## src/rtl/pb_entry_unit.sv

```systemverilog
// pb_entry_unit: pushbutton hex-operand entry front end for a calculator.
// Raw buttons are synchronized (and optionally debounced when PB_DEBOUNCE_EN
// is defined), rising edges become key presses, and a small FSM builds a
// 32-bit hex operand and offers operand/operator pairs over valid/ready.
module pb_entry_unit #(
  parameter int DEBOUNCE_CYCLES = 4
) (
  input  logic        clk,
  input  logic        nrst,
  input  logic [20:0] pb,
  output logic [31:0] entry_value,
  output logic [3:0]  digit_count,
  output logic        key_strobe,
  output logic        op_valid,
  input  logic        op_ready,
  output logic [31:0] op_value,
  output logic [1:0]  op_code
);
  localparam int NB = 21;

  typedef enum logic [1:0] {IDLE = 2'd0, ENTRY = 2'd1, SEND = 2'd2} state_t;

  logic [NB-1:0] sync1_q, sync2_q;
  logic [NB-1:0] lvl, prev_q, prev_d, arm_q, arm_d, press;
  logic [1:0]    rdy_q;

  // Two-flop synchronizer plus a reset-settle marker that goes high once the
  // synchronizer holds real samples.
  always_ff @(posedge clk or negedge nrst) begin
    if (!nrst) begin
      sync1_q <= '0;
      sync2_q <= '0;
      rdy_q   <= '0;
    end else begin
      sync1_q <= pb;
      sync2_q <= sync1_q;
      rdy_q   <= {rdy_q[0], 1'b1};
    end
  end

`ifdef PB_DEBOUNCE_EN
  localparam logic [7:0] DB8 = 8'(DEBOUNCE_CYCLES);
  logic [NB-1:0][7:0] cnt_q, cnt_d;
  logic [NB-1:0]      lvl_q, lvl_d;

  // Accept a new level only after it has differed from the current one for
  // DEBOUNCE_CYCLES consecutive cycles; any bounce back restarts the count.
  always_comb begin
    cnt_d = cnt_q;
    lvl_d = lvl_q;
    for (int i = 0; i < NB; i++) begin
      if (sync2_q[i] == lvl_q[i]) begin
        cnt_d[i] = '0;
      end else if (cnt_q[i] + 8'd1 == DB8) begin
        lvl_d[i] = sync2_q[i];
        cnt_d[i] = '0;
      end else begin
        cnt_d[i] = cnt_q[i] + 8'd1;
      end
    end
  end

  // Debounce state registers.
  always_ff @(posedge clk or negedge nrst) begin
    if (!nrst) begin
      cnt_q <= '0;
      lvl_q <= '0;
    end else begin
      cnt_q <= cnt_d;
      lvl_q <= lvl_d;
    end
  end

  assign lvl = lvl_q;
`else
  assign lvl = sync2_q;
`endif

  // A button is armed only after it has been seen released following reset,
  // so a button held through reset cannot fake a press when reset lifts.
  always_comb begin
    arm_d  = arm_q | ({NB{rdy_q[1]}} & ~sync2_q & ~lvl);
    prev_d = lvl;
  end

  assign press = lvl & ~prev_q & arm_q;

  // Edge-detect history and arming flags.
  always_ff @(posedge clk or negedge nrst) begin
    if (!nrst) begin
      prev_q <= '0;
      arm_q  <= '0;
    end else begin
      prev_q <= prev_d;
      arm_q  <= arm_d;
    end
  end

  // Highest-numbered simultaneous press wins; the rest are dropped.
  logic       key_vld;
  logic [4:0] key_idx;
  always_comb begin
    key_vld = 1'b0;
    key_idx = '0;
    for (int i = 0; i < NB; i++) begin
      if (press[i]) begin
        key_vld = 1'b1;
        key_idx = 5'(i);
      end
    end
  end

  state_t      state_q, state_d;
  logic [31:0] entry_q, entry_d, opv_q, opv_d;
  logic [3:0]  count_q, count_d;
  logic [1:0]  opc_q, opc_d;
  logic        valid_q, valid_d, strobe_q, strobe_d;

  // Entry FSM next-state: digit shift-in, backspace, clear, operator offer,
  // and handshake completion while in SEND (presses there only strobe).
  always_comb begin
    state_d  = state_q;
    entry_d  = entry_q;
    count_d  = count_q;
    opv_d    = opv_q;
    opc_d    = opc_q;
    valid_d  = valid_q;
    strobe_d = key_vld;
    case (state_q)
      SEND: begin
        if (op_ready) begin
          valid_d = 1'b0;
          entry_d = '0;
          count_d = '0;
          state_d = IDLE;
        end
      end
      default: begin
        if (key_vld) begin
          if (key_idx < 5'd16) begin
            if (count_q < 4'd8) begin
              entry_d = {entry_q[27:0], key_idx[3:0]};
              count_d = count_q + 4'd1;
              state_d = ENTRY;
            end
          end else begin
            case (key_idx)
              5'd16: begin
                if (count_q != 4'd0) begin
                  entry_d = entry_q >> 4;
                  count_d = count_q - 4'd1;
                  state_d = (count_q == 4'd1) ? IDLE : ENTRY;
                end
              end
              5'd17: begin
                entry_d = '0;
                count_d = '0;
                state_d = IDLE;
              end
              default: begin
                opv_d   = entry_q;
                opc_d   = (key_idx == 5'd18) ? 2'b01 :
                          (key_idx == 5'd19) ? 2'b10 : 2'b11;
                valid_d = 1'b1;
                state_d = SEND;
              end
            endcase
          end
        end
      end
    endcase
  end

  // FSM and registered outputs.
  always_ff @(posedge clk or negedge nrst) begin
    if (!nrst) begin
      state_q  <= IDLE;
      entry_q  <= '0;
      count_q  <= '0;
      opv_q    <= '0;
      opc_q    <= '0;
      valid_q  <= 1'b0;
      strobe_q <= 1'b0;
    end else begin
      state_q  <= state_d;
      entry_q  <= entry_d;
      count_q  <= count_d;
      opv_q    <= opv_d;
      opc_q    <= opc_d;
      valid_q  <= valid_d;
      strobe_q <= strobe_d;
    end
  end

  assign entry_value = entry_q;
  assign digit_count = count_q;
  assign key_strobe  = strobe_q;
  assign op_valid    = valid_q;
  assign op_value    = opv_q;
  assign op_code     = opc_q;
endmodule

```

## config.mk

```make
export PLATFORM = sky130hd
export DESIGN_NAME = pb_entry_unit
export DESIGN_NICKNAME = d
export VERILOG_FILES = /design/src/rtl/pb_entry_unit.sv
export SDC_FILE = /design/constraint.sdc
export NUM_CORES = 1
export LEC_CHECK = 0
export BUFFER_PORTS_ARGS = -buffer_cell sky130_fd_sc_hd__buf_2
export CAP_MARGIN = 20
export CELL_PAD_IN_SITES_DETAIL_PLACEMENT = 0
export CELL_PAD_IN_SITES_GLOBAL_PLACEMENT = 2
export CORE_MARGIN = 10
export CORE_UTILIZATION = 38
export CTS_BUF_LIST = sky130_fd_sc_hd__clkbuf_4 sky130_fd_sc_hd__clkbuf_8 sky130_fd_sc_hd__clkbuf_16
export DETAILED_ROUTE_END_ITERATION = 16
export HOLD_SLACK_MARGIN = 0.15
export PLACE_DENSITY = 0.89
export SYNTH_ARGS = -nofsm -noshare
export SYNTH_HDL_FRONTEND = slang
export SYNTH_SLANG_ARGS = --single-unit
```

## constraint.sdc

```tcl
create_clock -name clk -period 2.5 [get_ports clk]
set_input_delay 0.125 -clock clk [delete_from_list [all_inputs] [get_ports clk]]
set_output_delay 0.125 -clock clk [all_outputs]
set_load 0.005 [all_outputs]
```

==> impl_metrics.tcl <==
set metrics [dict create \
    status "finished, final reports clean" \
    pre_cts_ws_ns -0.0376 \
    htree_levels 4 \
    die-area_um2 21500 \
    dp_hpwl_um 9530 \
    core_area_um2 15800 \
    yosys_warnings 0 \
    routed_via_density 5.04 \
    firstDrtPassIters 4 \
    final-hold-violation-count 0 \
    drv_slew 0 \
    ant_nets 0 \
    initial_core_util 0.386 \
    grt_remaining_overflow 0 \
    antenna_found_initial 0 \
    fin_skew_ns 0.00996 \
    synth_enable_flop_cells 0 \
    netlist_area_um2 6090 \
    design_area_um2 7690 \
    maxCapViolations 0 \
    slew_headroom 0.485 \
    port_buffers 95 \
    finalSetupViolCount 0 \
    critPathLaunchType "register" \
    synth_cells 483 \
    first_global_vias 4406 \
    synth_area_leaders "dfrtp_1 (66%), mux2_2 (5.2%), nor2_1 (3.6%)" \
    drive_above_1_share 0.293 \
    die_w_um 147 \
    grtUsageTotal 0.132 \
    clock_path_buffers 2 \
    nets 645 \
    yosys.area.top_type "dfrtp_1" \
    cts_tree "built" \
    crit_arrival_ns 2.68 \
    clk_latency_ns 0.42 \
    drt_iter0_markers 247 \
    grt_max_degree 60 \
    cts_buffers 17 \
    routed_wl_um 13800 \
    rsz0062_at_grt "false" \
    syn_to_final_growth_pct 26.4 \
    vdd_drop_max_uv 564 \
    fin_ws_ns 0.165 \
    async_reset_ff_frac 1.00 \
    worstSetupPathType "register to register" \
    p_leak_nw 3.52 \
    fmax_ghz 0.428 \
    synth_cell_type_count 53 \
    cp_slowest_cell "o41ai_1" \
    finalCritPeriodShare 0.934 \
    syn_nets 511 \
    place.gp.congestion 0.839 \
    r2r_slack_ns 0.16 \
    num_vias 4255 \
    ys_seq_area_frac 0.657 \
    clk_pin_slew_ns 0.06 \
    synth_top_area_frac 0.657 \
    dpl-instance-area_um2 6880 \
    cp.buffers_inverters 0 \
    worstPathCellList "nand3b_1, nand4_1, o41ai_1, a22o_2, nand2b_2, nand2_1, o21ai_1" \
    die_h_um 147 \
    grt_pass1_wl_um 22900 \
    pin_count 96 \
    critPathTopFamily "compound AO/OA/AOI/OAI gates" \
    avgSynthCellArea_um2 12.6 \
    required_ns 2.85 \
    critical_path_peak_fanout 15 \
    ys.flop_type "dfrtp_1" \
    nFillCells 1443 \
    clock-sinks 160 \
    num_antenna_cells 0 \
    worst_slew_pin_slew_ns 0.773 \
    row_count 46 \
    root_buffer "clkbuf_16" \
    drc_errors 0 \
    crit_path_end_kind "register" \
    yosys_register_bits 160 \
    hold_class "input port to asynchronous set/reset pin" \
    slowest_delay_ns 0.52 \
    wire_per_inst_um 16.4 \
    fin_crit_ns 2.34 \
    power_density_nw_per_um2 1180 \
]
state kept, by name (all words and copies together) (netlist names), 2 cells and up:
name         count
arm_q           21
digit_count      4
entry_value     32
lvl             21
op_code          2
op_value        32
prev_q          21
rdy_q            2
state_q          2
sync1_q         21
worst register-to-register path, cell delays in order, from the launching register on:
cell and delay (ns):
dfrtp_1 0.39, nand3b_1 0.20, nand4_1 0.20, o41ai_1 0.52, a22o_2 0.36, nand2b_2 0.39
nand2_1 0.12, o21ai_1 0.08
synth_stat cells (all sizes together) (2+ instances only):
library cell,count
inv,29
or2,3
o22ai,2
a21o,21
o21ai,18
o211ai,2
nor2,59
buf,9
nand2b,4
nor4,2
o2111ai,2
nand2,25
nor2b,2
ha,4
a21oi,8
a31oi,3
a22o,2
and3b,8
a211oi,2
nand4,4
dfrtp,160
mux2,28
o41ai,2
nand3,7
a211o,2
clkbuf,9
a221oi,25
nand3b,21
nor3,7
per-layer routing:
layer / track usage / up-vias / share of wire
met5: 0 / - / 0
met4: 0.0551 / 0 / 0.019
met3: 0.0423 / 21 / 0.064
met2: 0.214 / 141 / 0.48
met1: 0.158 / 2111 / 0.44
li1: - / 1982 / -
power by group:
group | total (mW) | leakage, nW | internal [mW] | switching [mW]
logic | 2.83 | 1.41 | 1.32 | 1.51
clock network | 2.44 | 0.279 | 1.42 | 1.02
registers | 3.85 | 1.83 | 3.25 | 0.593
total | 9.11 | 3.52 | 5.99 | 3.12
cell families (layout without fill, tap and decap cells):
logic type,after synthesis,after routing,synth area share
flip-flops,160,160,0.657
adder cells (fa/ha/maj),4,4,0.00822
other,1,1,0.000616
AO/OA/AOI/OAI,96,97,0.116
multiplexers,29,29,0.0534
buffers and inverters,47,191,0.0347
AND/OR/NAND/NOR,146,147,0.129
layout make-up:
type / instances / area, um^2 / area share
clock buffer: 20 / 454 / 0.0590
clock inverter: 11 / 108 / 0.0140
inverter: 29 / 109 / 0.0141
multi-input combinational: 278 / 1920 / 0.249
sequential: 160 / 4000 / 0.520
tap: 216 / 270 / 0.0351
timing repair buffer: 131 / 835 / 0.108
per-stage QoR:
step | TNS [ns] | hold slack, ns | power (mW) | cells | util
global placement | 0 | 0.128 | 6.53 | 789 | 0.436
finish | 0 | 0.244 | 9.11 | 845 | 0.488
detailed placement | -0.0968 | 0.136 | 6.66 | 789 | 0.436
floorplan | 0 | -0.171 | 5.45 | 483 | -
CTS | 0 | 0.256 | 9.19 | 844 | 0.487
global route | 0 | 0.291 | 9.75 | 845 | 0.488
worst paths after layout:
check,start,end,depth (start not counted)
worst min register to register,sync1_q[14],lvl[14],0
min in group clk,pb[17],sync1_q[17],2
worst max-delay path,lvl[13],digit_count[0],7
worst max register to register,lvl[13],digit_count[0],7
worst min-delay path,nrst,op_value[9],2
max in group asynchronous,nrst,op_value[20],3
what timing repair did:
| item | CTS | global route |
|---|---|---|
| setup endpoints to repair | 4 | 4 |
| gates resized for setup | 0 | 1 |
| hold buffers | 23 | 0 |
| gates cloned | 1 | 1 |
| endpoints found under the hold margin | 130 | 0 |
| buffers inserted | 0 | 0 |
placed cells by master (no fill, tap or decap), types with 17 or more instances in the layout:
cell	instances
nand3b_1	20
nor2_1	59
mux2_2	28
buf_2	94
dlygate4sd3_1	23
a21o_1	21
dfrtp_1	160
clkbuf_16	17
inv_1	29
nand2_1	24
a221oi_1	25
No activity file was read; power rests on OpenSTA's default activity.
